===== src/rtl/stream_framer_pkg.sv =====
// Shared types and helpers for the stream framer: byte width, FSM state
// encoding and the trailer checksum.
package stream_framer_pkg;

    localparam int DATA_W = 8;

    typedef enum logic [1:0] {
        PAYLOAD = 2'd0,
        TRAILER = 2'd1,
        DROP    = 2'd2
    } state_t;

    // Two's complement of the running sum: the trailer makes the whole frame
    // (payload bytes plus trailer) sum to zero modulo 256.
    function automatic logic [DATA_W-1:0] trailer_csum(input logic [DATA_W-1:0] sum);
        return (~sum) + DATA_W'(1);
    endfunction

endpackage


===== src/rtl/stream_framer_if.sv =====
// Byte stream with valid/ready handshake and an end-of-frame marker.
// master drives valid/data/last, slave drives ready.
interface stream_framer_if;
    import stream_framer_pkg::*;

    logic              valid;
    logic [DATA_W-1:0] data;
    logic              last;
    logic              ready;

    modport master (output valid, output data, output last, input ready);
    modport slave  (input valid, input data, input last, output ready);

endinterface


===== src/rtl/stream_framer_out_reg.sv =====
// Single-entry output register carrying data+last. 'free' tells the framer
// that a new word may be loaded this cycle (empty, or draining now).
module stream_framer_out_reg
    import stream_framer_pkg::*;
(
    input  logic              clk,
    input  logic              rst_n,
    input  logic              load,
    input  logic [DATA_W-1:0] load_data,
    input  logic              load_last,
    output logic              free,
    stream_framer_if.master   m
);

    assign free = !m.valid || m.ready;

    // Hold the word until the downstream takes it; a load may overlap a drain.
    always_ff @(posedge clk or negedge rst_n) begin
        if (!rst_n) begin
            m.valid <= 1'b0;
            m.data  <= '0;
            m.last  <= 1'b0;
        end else if (load) begin
            m.valid <= 1'b1;
            m.data  <= load_data;
            m.last  <= load_last;
        end else if (m.ready) begin
            m.valid <= 1'b0;
        end
    end

endmodule


===== src/rtl/stream_framer.sv =====
// Stream framer: passes payload bytes through and appends a checksum trailer
// byte (out_last=1) so each output frame sums to zero mod 256. Frames longer
// than MAX_LEN are cut at MAX_LEN, flagged with an err pulse, and the rest of
// the input frame is discarded.
// Optional build macro: STREAM_FRAMER_STATS_EN adds frame_count/err_count.
//
// state   | meaning
// PAYLOAD | forwarding payload bytes, accumulating sum and count
// TRAILER | waiting for the output register to emit the checksum byte
// DROP    | discarding the remainder of a truncated input frame
module stream_framer
    import stream_framer_pkg::*;
#(
    parameter int MAX_LEN = 64
)(
    input  logic            clk,
    input  logic            rst_n,
    stream_framer_if.slave  s_in,
    stream_framer_if.master s_out,
    output logic            err
`ifdef STREAM_FRAMER_STATS_EN
    ,
    output logic [15:0]     frame_count,
    output logic [7:0]      err_count
`endif
);

    localparam logic [7:0] LAST_IDX = 8'(MAX_LEN - 1);

    state_t            state, state_nxt;
    logic [DATA_W-1:0] sum, sum_nxt;
    logic [7:0]        count, count_nxt;
    logic              truncated, trunc_nxt;
    logic              err_nxt;
    logic              in_ready;
    logic              load;
    logic [DATA_W-1:0] load_data;
    logic              load_last;
    logic              free;

    assign s_in.ready = in_ready;

    // Next-state, handshake and datapath decisions for the framing FSM.
    always_comb begin
        state_nxt = state;
        sum_nxt   = sum;
        count_nxt = count;
        trunc_nxt = truncated;
        err_nxt   = 1'b0;
        in_ready  = 1'b0;
        load      = 1'b0;
        load_data = s_in.data;
        load_last = 1'b0;
        case (state)
            PAYLOAD: begin
                in_ready = free;
                if (s_in.valid && free) begin
                    load      = 1'b1;
                    sum_nxt   = sum + s_in.data;
                    count_nxt = count + 8'd1;
                    if (s_in.last) begin
                        state_nxt = TRAILER;
                    end else if (count == LAST_IDX) begin
                        // Overlong frame: close it here, discard the tail.
                        state_nxt = TRAILER;
                        trunc_nxt = 1'b1;
                        err_nxt   = 1'b1;
                    end
                end
            end
            TRAILER: begin
                if (free) begin
                    load      = 1'b1;
                    load_data = trailer_csum(sum);
                    load_last = 1'b1;
                    sum_nxt   = '0;
                    count_nxt = '0;
                    state_nxt = truncated ? DROP : PAYLOAD;
                end
            end
            DROP: begin
                in_ready = 1'b1;
                if (s_in.valid && s_in.last) begin
                    state_nxt = PAYLOAD;
                    trunc_nxt = 1'b0;
                end
            end
            default: state_nxt = PAYLOAD;
        endcase
    end

    // FSM state register.
    always_ff @(posedge clk or negedge rst_n) begin
        if (!rst_n) state <= PAYLOAD;
        else        state <= state_nxt;
    end

    // Frame accumulators, truncation flag and registered err pulse.
    always_ff @(posedge clk or negedge rst_n) begin
        if (!rst_n) begin
            sum       <= '0;
            count     <= '0;
            truncated <= 1'b0;
            err       <= 1'b0;
        end else begin
            sum       <= sum_nxt;
            count     <= count_nxt;
            truncated <= trunc_nxt;
            err       <= err_nxt;
        end
    end

    stream_framer_out_reg u_out_reg (
        .clk       (clk),
        .rst_n     (rst_n),
        .load      (load),
        .load_data (load_data),
        .load_last (load_last),
        .free      (free),
        .m         (s_out)
    );

`ifdef STREAM_FRAMER_STATS_EN
    // Frame counter wraps; error counter saturates.
    always_ff @(posedge clk or negedge rst_n) begin
        if (!rst_n) begin
            frame_count <= '0;
            err_count   <= '0;
        end else begin
            if (s_out.valid && s_out.ready && s_out.last)
                frame_count <= frame_count + 16'd1;
            if (err && (err_count != 8'hFF))
                err_count <= err_count + 8'd1;
        end
    end
`endif

endmodule

===== src/flat_wrapper.sv =====
// flat-port wrapper written by rule: the top's interface ports become plain ports
module stream_framer_flat import stream_framer_pkg::*;
#(
    parameter int MAX_LEN = 64
)
  (clk, rst_n, err, s_in_valid, s_in_data, s_in_last, s_in_ready, s_out_valid, s_out_data, s_out_last, s_out_ready);
  stream_framer_if s_in_i ();
  stream_framer_if s_out_i ();
  input  logic clk;
  input  logic rst_n;
  output logic err;
  input wire logic [$bits(s_in_i.valid)-1:0] s_in_valid;
  input wire logic [$bits(s_in_i.data)-1:0] s_in_data;
  input wire logic [$bits(s_in_i.last)-1:0] s_in_last;
  output wire logic [$bits(s_in_i.ready)-1:0] s_in_ready;
  output wire logic [$bits(s_out_i.valid)-1:0] s_out_valid;
  output wire logic [$bits(s_out_i.data)-1:0] s_out_data;
  output wire logic [$bits(s_out_i.last)-1:0] s_out_last;
  input wire logic [$bits(s_out_i.ready)-1:0] s_out_ready;
  assign s_in_i.valid = s_in_valid;
  assign s_in_i.data = s_in_data;
  assign s_in_i.last = s_in_last;
  assign s_in_ready = s_in_i.ready;
  assign s_out_valid = s_out_i.valid;
  assign s_out_data = s_out_i.data;
  assign s_out_last = s_out_i.last;
  assign s_out_i.ready = s_out_ready;
  stream_framer #(.MAX_LEN(MAX_LEN)) u_core (.clk(clk), .rst_n(rst_n), .s_in(s_in_i), .s_out(s_out_i), .err(err));
endmodule

===== config.mk =====
export PLATFORM = sky130hd
export DESIGN_NAME = stream_framer_flat
export DESIGN_NICKNAME = d
export VERILOG_FILES = /design/src/rtl/stream_framer_pkg.sv /design/src/rtl/stream_framer_if.sv /design/src/rtl/stream_framer_out_reg.sv /design/src/rtl/stream_framer.sv /design/src/flat_wrapper.sv
export SDC_FILE = /design/constraint.sdc
export NUM_CORES = 1
export LEC_CHECK = 0
export ABC_CLOCK_PERIOD_IN_PS = 2300
export CORE_AREA = 2 2 66 68
export CTS_CLUSTER_SIZE = 16
export DETAILED_ROUTE_END_ITERATION = 16
export DIE_AREA = 0 0 68 70
export PLACE_DENSITY = 0.67
export SLEW_MARGIN = 20
export SYNTH_ARGS = -nofsm -noshare
export SYNTH_HDL_FRONTEND = slang
export SYNTH_SLANG_ARGS = --single-unit
export TNS_END_PERCENT = 30

===== constraint.sdc =====
create_clock -name clk -period 2.3 [get_ports clk]
set_input_delay 0.345 -clock clk [delete_from_list [all_inputs] [get_ports clk]]
set_output_delay 0.345 -clock clk [all_outputs]
set_load 0.02 [all_outputs]

* Yosys cells after proc, flatten, opt, wreduce, memory -nomap -nowiden
Cells that the tools add are included.
** Storage, ports and cells
- Bits in registers :: 30
- Input bits :: 13
- Output and inout bits :: 12
- Logic and storage cells :: 62
** Operators by class
- Add/subtract/negate cells :: 3
- Equality and inequality tests :: 9
- Multiplexer cells :: 30
- Bitwise gates (word level) :: 1
- Reduce and logical (&&, ||, !) cells :: 11
** Operators with widths (count)
- $mux W8 :: 5
- $pmux W8 S2 :: 2
- $add A8 B1 Y8 const B :: 2
- $mux W1 :: 13
- $mux W2 :: 6
- $add A8 B8 Y8 :: 1
- $eq A8 B6 Y1 const B :: 1
- $ne A2 B1 Y1 const B :: 4
- $not A8 Y8 :: 1
- $pmux W1 S2 :: 3
- $pmux W2 S3 :: 1
- $reduce_bool A2 Y1 :: 3
- $reduce_and A5 Y1 :: 1
- $reduce_and A4 Y1 :: 1
- $ne A3 B2 Y1 const B :: 1
- $reduce_and A3 Y1 :: 1
- $eq A2 B1 Y1 const B :: 1
- $eq A2 B2 Y1 const B :: 1
- $logic_and A1 B1 Y1 :: 2
- $logic_not A2 Y1 :: 1
- $ne A2 B2 Y1 const B :: 1
- $logic_not A1 Y1 :: 1
- $logic_or A1 B1 Y1 :: 1

* Logic depth before layout (Yosys ltp)
Gate-level depths: netlist (run 1).
- Depth in word-level cells :: 6
- Mapped depth :: 7

* Cells and area by module
From an unflattened synthesis (run 1), not the netlist that was laid out.
** Second synthesis, totals
- Cells, all modules :: 183
- Area, all modules :: 1860.5 um2
** Modules (own cells, without submodules)
- stream_framer :: times used 1, cells each 161, area each 1451.4 um2, seq. area each 500.5 um2
- stream_framer_out_reg :: times used 1, cells each 22, area each 409.1 um2, seq. area each 250.2 um2

* Least setup slack after synthesis (run 1)
No wires, ideal clock.
- Kind :: register to register
- From :: reg u_core.sum[0]
- To :: reg u_core.sum[6]
- Setup time :: 0.130 ns
- Arrival time :: 1.749 ns
- Required time :: 2.170 ns
- Setup slack :: 0.421 ns
- Stages on the path, launching flop included :: 8
- Period minus slack after synthesis :: 1.879 ns
- Cell sequence :: dfrtp_1 -> ha_1 -> fa_1 -> a21o_2 -> a21o_1 -> a21oi_1 -> or4b_1 -> nand3_1
** On the way
- Word-level cells in the longest chain between the ends :: 3
** Ends and longest elaborated chain
- from (decl) :: line stream_framer.sv:31 : logic [DATA_W-1:0] sum, sum_nxt;
- from (signal assigned) :: line stream_framer.sv:106 : sum <= sum_nxt;
- $add A8 B8 Y8 :: line stream_framer.sv:59 : sum_nxt = sum + s_in.data;
- $mux W8 :: line stream_framer.sv:57 : if (s_in.valid && free) begin
- $pmux W8 S2 :: line stream_framer.sv:54 : case (state)
Every way passes these cells. The select of a mux whose other input is x is not followed.
A chain may end at the register's enable or synchronous reset.

* Worst setup path in the final report (run 1)
- From :: in s_out_ready
- To :: out s_in_ready
** On the way
- Word-level cells in the longest chain between the ends :: 2
** Ends and longest elaborated chain
- from (decl) :: line flat_wrapper.sv:19 : input wire logic [$bits(s_out_i.ready)-1:0] s_out_ready;
- $logic_or A1 B1 Y1 :: line stream_framer_out_reg.sv:15 : assign free = !m.valid || m.ready;
- $pmux W1 S2 :: line stream_framer.sv:54
- to (decl) :: line flat_wrapper.sv:15 : output wire logic [$bits(s_in_i.ready)-1:0] s_in_ready;
Every way passes these cells.

==> summary.md, run 1 <==
| Metric | Value |
|---|---|
| P_sw | 0.900 mW |
| P_leak | 1.01 nW |
| Root buf cell | clkbuf_8 |
| Io pins | 25 |
| Cell Int Power | 1.46 mW |
| RePlAce Congestion | 0.797 |
| M1 WL | 1880 um |
| FF+latch count, synth | 30 |
| Core box area | 4140 um^2 |
| Max VDD drop | 0.455 mV |
| Vias per inst | 5.22 |
| Register area share after synthesis | 43.2% |
| Mapped Cells | 182 |
| ANT cells | 0 |
| Largest family of logic cells by synthesized area | simple AND/OR/NAND/NOR gates |
| Final Hold Vio Count | 0 |
| Full die area | 4760 um^2 |
| Max Cap Viol | 0 |
| Worst-Skew Late Latency | 280 ps |
| Final Skew | 7.64 ps |
| Routed wire per std cell | 13.8 um |
| H-tree depth | 2 |
| Slew Viols, Final | 0 |
| Clk slew on worst S/H paths | 70 ps |
| Die height | 70 um |
| Most used DFF post-synth | dfrtp_1 |
| Die Width | 68 um |
| Initial Util | 41.9% |
| Most frequent cells after synthesis | dfrtp_1, nand2_1, o21ai_0, nor2_1 |
| Syn nets | 205 |
| Clk pwr share | 18.5% |
| Crit. End Element | primary output |
| Largest net degree at the start of global routing | 31 |
| Clk buf depth | 2 |
| CTS buffer count | 5 |
| Critical Path AT | 1730 ps |
| Clock net sink count | 30 |
| Initial antenna violation count | 0 |
| YS warnings | 0 |
| Post-CTS repair timing setup buffer count | 0 |
| Cell total after placement | 268 |
| Data required, critical path | 1960 ps |
| Fin util | 53.7% |
| Final HPWL DP | 2820 um |
| Router iterations before antenna repair | 4 |
| Crit-path max FO | 6 |
| Mux cell area share after synthesis | 4.61% |
| CTS hold repair buffers | 0 |
| Layout cell share with drive strength beyond 1 | 13.4% |
| Adder-cell area share of the yosys netlist | 7.63% |
| Simple-gate share of the synthesized area | 20.1% |
| Yosys top cell by area | dfrtp_1 |
| Family with the most delay on the worst path | buffers and inverters |
| CP most frequent cell | clkdlybuf4s50_1 |
| Crit path max-delay cell type | clkdlybuf4s50_1 |
| Crit Path Class | input port to primary output |
| Sequential fraction of design power | 35.9% |
| Post-CTS resize count | 0 |
| PD cells | 1060 nW/um^2 |
| Synthesized area | 1740 um^2 |
| Non-Filler Instances | 276 |
| Critical path buffers and inverters | 2 |
| Post-synth EDFFs | 0 |
| NumNets Final | 246 |
| Top layer in use | met4 |
| Proportion of netlist area held by the largest area contributor | 43.2% |
| Tot GR Track Use | 18.5% |
| Hold Path Class | input port to async pin |
| Switch share | 38.1% |
| Fill cells | 397 |
| Crit path largest cell delay | 540 ps |
| Setup violations, final | 0 |
| Gate power share | 45.5% |
| Final period util | 90.2% |
| Detailed Route WL | 3800 um |
| Vias in the first global route | 1414 |
| CTS tree | done |
| Met2 WL | 1750 um |
| Top post-synthesis cells by area | dfrtp_1, ha_1, o21ai_0, nand2_1, mux2i_1 |
| Max Clk Rate | 0.482 GHz |
| Post-synthesis xor/xnor area fraction | 7.56% |
| Number of port buffers | 24 |
| Async SR Flop Fraction | 100% |
| Tmin final | 2070 ps |
| Slew @ Worst Pin | 680 ps |
| Area Growth Syn to Fin | 28.0% |
| Initial DRC Count | 69 |
| Vias | 1440 |
| Total congestion overflow | 0 |
| First-pass GRT wire length | 6620 um |
| Met3 Routed Length | 107 um |
| RSZ-0062 raised after global routing | no |
| Complex-gate fraction of the synthesized area | 14.1% |
| Final ANT Viol Nets | 0 |
| CP Launch Type | input port |
| DR DRC count | 0 |
| Relative slew slack | 54.3% |
| Number of cell rows | 24 |
| Synth cell types | 39 |
| Crit-path cells | clkdlybuf4s50_1, nor2b_1, a21oi_1, clkdlybuf4s50_1 |
| Avg Cell Area, Syn | 9.55 um^2 |
| Count leader, synth | dfrtp_1 |
| Status | finished, final reports clean |
## worst register-to-register path, stage by stage (launching register included)
cell and delay (ps):
dfrtp_1 470, ha_1 250, fa_1 390, a21o_2 220
a21o_1 190, a21oi_1 170, or4b_1 130, nand3_1 60
## registers in the layout, summed over array words and instances (netlist names)
signal / cells
u_core.count: 8
u_core.err: 1
u_core.state: 2
u_core.sum: 8
u_core.truncated: 1
u_core.u_out_reg.m.data: 8
u_core.u_out_reg.m.last: 1
u_core.u_out_reg.m.valid: 1
## cells in the final DEF (no fill, tap or decap), types with 7 or more instances in the layout
cell / n
ha_1: 9
mux2i_1: 8
xnor2_1: 9
dfrtp_1: 30
o21ai_0: 19
nand2_1: 24
clkdlybuf4s50_1: 24
nor2_1: 12
inv_1: 7
a21oi_1: 7
buf_4: 15
## final cells by class
| type | instances | area (um^2) | area share [%] |
|---|---|---|---|
| multi-input combinational | 140 | 938 | 42.2 |
| sequential | 30 | 751 | 33.7 |
| timing repair buffer | 39 | 353 | 15.9 |
| clock buffer | 7 | 86.3 | 3.88 |
| tap | 52 | 65.1 | 2.92 |
| inverter | 7 | 26.3 | 1.18 |
| clock inverter | 1 | 5.00 | 0.225 |
## cell families after synthesis
kind of cell	after synthesis
mux	8
buf+inv	12
xor+xnor	15
fa+ha+maj	10
compound gates	39
simple gates	68
flops	30
## power groups by stage
| stage | combinational, mW | clock, mW | sequential, mW |
|---|---|---|---|
| finish | 1.07 | 0.438 | 0.849 |
| global placement | 1.06 | 0 | 0.851 |
| CTS | 1.09 | 0.445 | 0.847 |
| global route | 1.21 | 0.463 | 0.878 |
| floorplan | 0.633 | 0 | 0.890 |
| detailed placement | 1.08 | 0 | 0.854 |
## final timing paths
check / cells after the start / endpoint / startpoint / slack, ps
setup / recovery: 4 / s_in_ready / s_out_ready / 230
max in group asynchronous: 2 / u_core.count[0]$_DFFE_PN0P_ / rst_n / 1560
hold / removal: 2 / u_core.sum[3]$_DFFE_PN0P_ / rst_n / 460
min in group clk: 1 / u_core.u_out_reg.m.last$_DFFE_PN0P_ / u_core.u_out_reg.m.last$_DFFE_PN0P_ / 470
hold reg to reg: 1 / u_core.u_out_reg.m.last$_DFFE_PN0P_ / u_core.u_out_reg.m.last$_DFFE_PN0P_ / 470
setup reg to reg: 7 / u_core.sum[6]$_DFFE_PN0P_ / u_core.sum[0]$_DFFE_PN0P_ / 300
## metrics by stage
stage	setup WS, ps	hold WS [ps]	instance area, um^2	TNS (ps)	total power, mW
finish	225	457	2220	0	2.36
global route	97.2	501	2220	0	2.55
CTS	213	472	2220	0	2.38
detailed placement	-20.7	464	2130	-40.9	1.93
global placement	-7.41	462	2130	-7.41	1.91
floorplan	421	49.4	1740	0	1.52
## layer usage
| layer | track usage [%] | vias to the layer above |
|---|---|---|
| li1 | - | 724 |
| met1 | 25.5 | 689 |
| met2 | 28.5 | 20 |
| met3 | 4.35 | 7 |
| met4 | 6.00 | 0 |
| met5 | 0 | - |
(Power assumes the default switching activity.)
==> inputs of run 2 (changes only) <==
--- a/config.mk
+++ b/config.mk
@@ -7,6 +7,7 @@
 export LEC_CHECK = 0
 export ABC_CLOCK_PERIOD_IN_PS = 2300
 export CORE_AREA = 2 2 66 68
+export CTS_BUF_LIST = sky130_fd_sc_hd__clkbuf_8
 export CTS_CLUSTER_SIZE = 16
 export DETAILED_ROUTE_END_ITERATION = 16
 export DIE_AREA = 0 0 68 70
==> summary.md, run 2 (synthesis gave the netlist of run 1 again) <==
| Metric | Value |
|---|---|
| Total congestion overflow | 0 |
| Clock net sink count | 30 |
| Root buf cell | clkbuf_8 |
| Crit-path max FO | 6 |
| CP Launch Type | input port |
| Router iterations before antenna repair | 4 |
| Crit Path Class | input port to primary output |
| Core box area | 4140 um^2 |
| Data required, critical path | 1960 ps |
| Crit. End Element | primary output |
| Hold Path Class | input port to async pin |
| H-tree depth | 2 |
| Final Instance Area | 2220 um^2 |
| Switch share | 38.2% |
| Die Width | 68 um |
| P_sw | 0.900 mW |
| Final HPWL DP | 2820 um |
| Area Growth Syn to Fin | 28.0% |
| Setup_tns | 0 ps |
| Cell total after placement | 268 |
| Vias in the first global route | 1414 |
| NumNets Final | 246 |
| Final Hold Vio Count | 0 |
| Gate power share | 45.6% |
| CTS hold repair buffers | 0 |
| Relative slew slack | 54.3% |
| Full die area | 4760 um^2 |
| Number of cell rows | 24 |
| Status | finished, final reports clean |
| Initial antenna violation count | 0 |
| P_leak | 1.01 nW |
| RSZ-0062 raised after global routing | no |
| Slew @ Worst Pin | 680 ps |
| Commonest non-fill, non-tap cell in the layout | dfrtp_1 |
| Number of port buffers | 24 |
| Critical Path AT | 1730 ps |
| Vias per inst | 5.22 |
| Routed wire per std cell | 13.8 um |
| Fin util | 53.7% |
| DP Area | 2130 um^2 |
| Regs by FF count | u_core.count (8), u_core.sum (8), u_core.u_out_reg.m.data (8) |
| DR DRC count | 0 |
| Detailed Route WL | 3800 um |
| Most frequent cells in the layout | dfrtp_1, nand2_1, clkdlybuf4s50_1 |
| Setup violations, final | 0 |
| Final setup margin | 225 ps |
| Non-Filler Instances | 276 |
| Io pins | 25 |
| Final period util | 90.2% |
| Post-CTS resize count | 0 |
| Final ANT Viol Nets | 0 |
| Cell Int Power | 1.46 mW |
| Final Skew | 7.52 ps |
| Tmin final | 2070 ps |
| Initial Util | 41.9% |
| Clk slew on worst S/H paths | 70 ps |
| ANT cells | 0 |
| Die height | 70 um |
| Clk buf depth | 2 |
| Clk pwr share | 18.4% |
| Max VDD drop | 0.453 mV |
| Layout cell share with drive strength beyond 1 | 13.4% |
| CTS tree | done |
| Setup WS pre-CTS | -20.7 ps |
| Max Cap Viol | 0 |
| First-pass GRT wire length | 6620 um |
| Post-CTS repair timing setup buffer count | 0 |
| CTS buffer count | 5 |
| Slew Viols, Final | 0 |
| Tot GR Track Use | 18.5% |
| Max Clk Rate | 0.482 GHz |
| Vias | 1442 |
| RePlAce Congestion | 0.797 |
| Initial DRC Count | 72 |
| PD cells | 1060 nW/um^2 |
| Largest net degree at the start of global routing | 31 |
| Worst-Skew Late Latency | 280 ps |
| Sequential fraction of design power | 36.0% |
run 2: changes by cell type in the layout (fill, tap and decap cells not counted):
cell and change:
clkbuf_1 -1, inv_1 +1
run 2: worst max-delay path, stage by stage:
cell             delay, ps
clkdlybuf4s50_1        410
nor2b_1                310
a21oi_1                120
clkdlybuf4s50_1        540
run 2: area by class of cell:
cell class                 instances  area (um^2)
multi-input combinational        140          938
fill                             397         1920
timing repair buffer              39          353
inverter                           7         26.3
clock buffer                       6         82.6
sequential                        30          751
clock inverter                     2         8.76
tap                               52         65.1
run 2: routing by layer:
layer	part of all wire, %	wire (um)	vias up	track usage, %
li1	-	-	724	-
met1	50	1880	691	25.5
met2	46	1750	20	28.5
met3	2.8	107	7	4.35
met4	1.6	59	0	6.00
met5	0	0	-	0
run 2: power groups by stage:
stage	Clock (mW)	Combinational (mW)	Sequential (mW)
6_report	0.434	1.07	0.849
3_5_place_dp	0	1.08	0.854
2_1_floorplan	0	0.633	0.890
5_1_grt	0.458	1.21	0.878
4_1_cts	0.440	1.09	0.847
3_3_place_gp	0	1.06	0.851
run 2: final timing paths:
| check | cells after the start | to | slack [ps] | from |
|---|---|---|---|---|
| max | 4 | s_in_ready | 230 | s_out_ready |
| min | 2 | u_core.sum[3]$_DFFE_PN0P_ | 460 | rst_n |
| max reg2reg | 7 | u_core.sum[6]$_DFFE_PN0P_ | 300 | u_core.sum[0]$_DFFE_PN0P_ |
| min reg2reg | 1 | u_core.u_out_reg.m.last$_DFFE_PN0P_ | 470 | u_core.u_out_reg.m.last$_DFFE_PN0P_ |
| max in group asynchronous | 2 | u_core.count[0]$_DFFE_PN0P_ | 1560 | rst_n |
| min in group clk | 1 | u_core.u_out_reg.m.last$_DFFE_PN0P_ | 470 | u_core.u_out_reg.m.last$_DFFE_PN0P_ |
run 2: per-stage QoR:
step	hold WS [ps]	total power, mW
CTS	472	2.38
detailed placement	464	1.93
floorplan	49.4	1.52
global placement	462	1.91
global route	501	2.55
finish	457	2.36
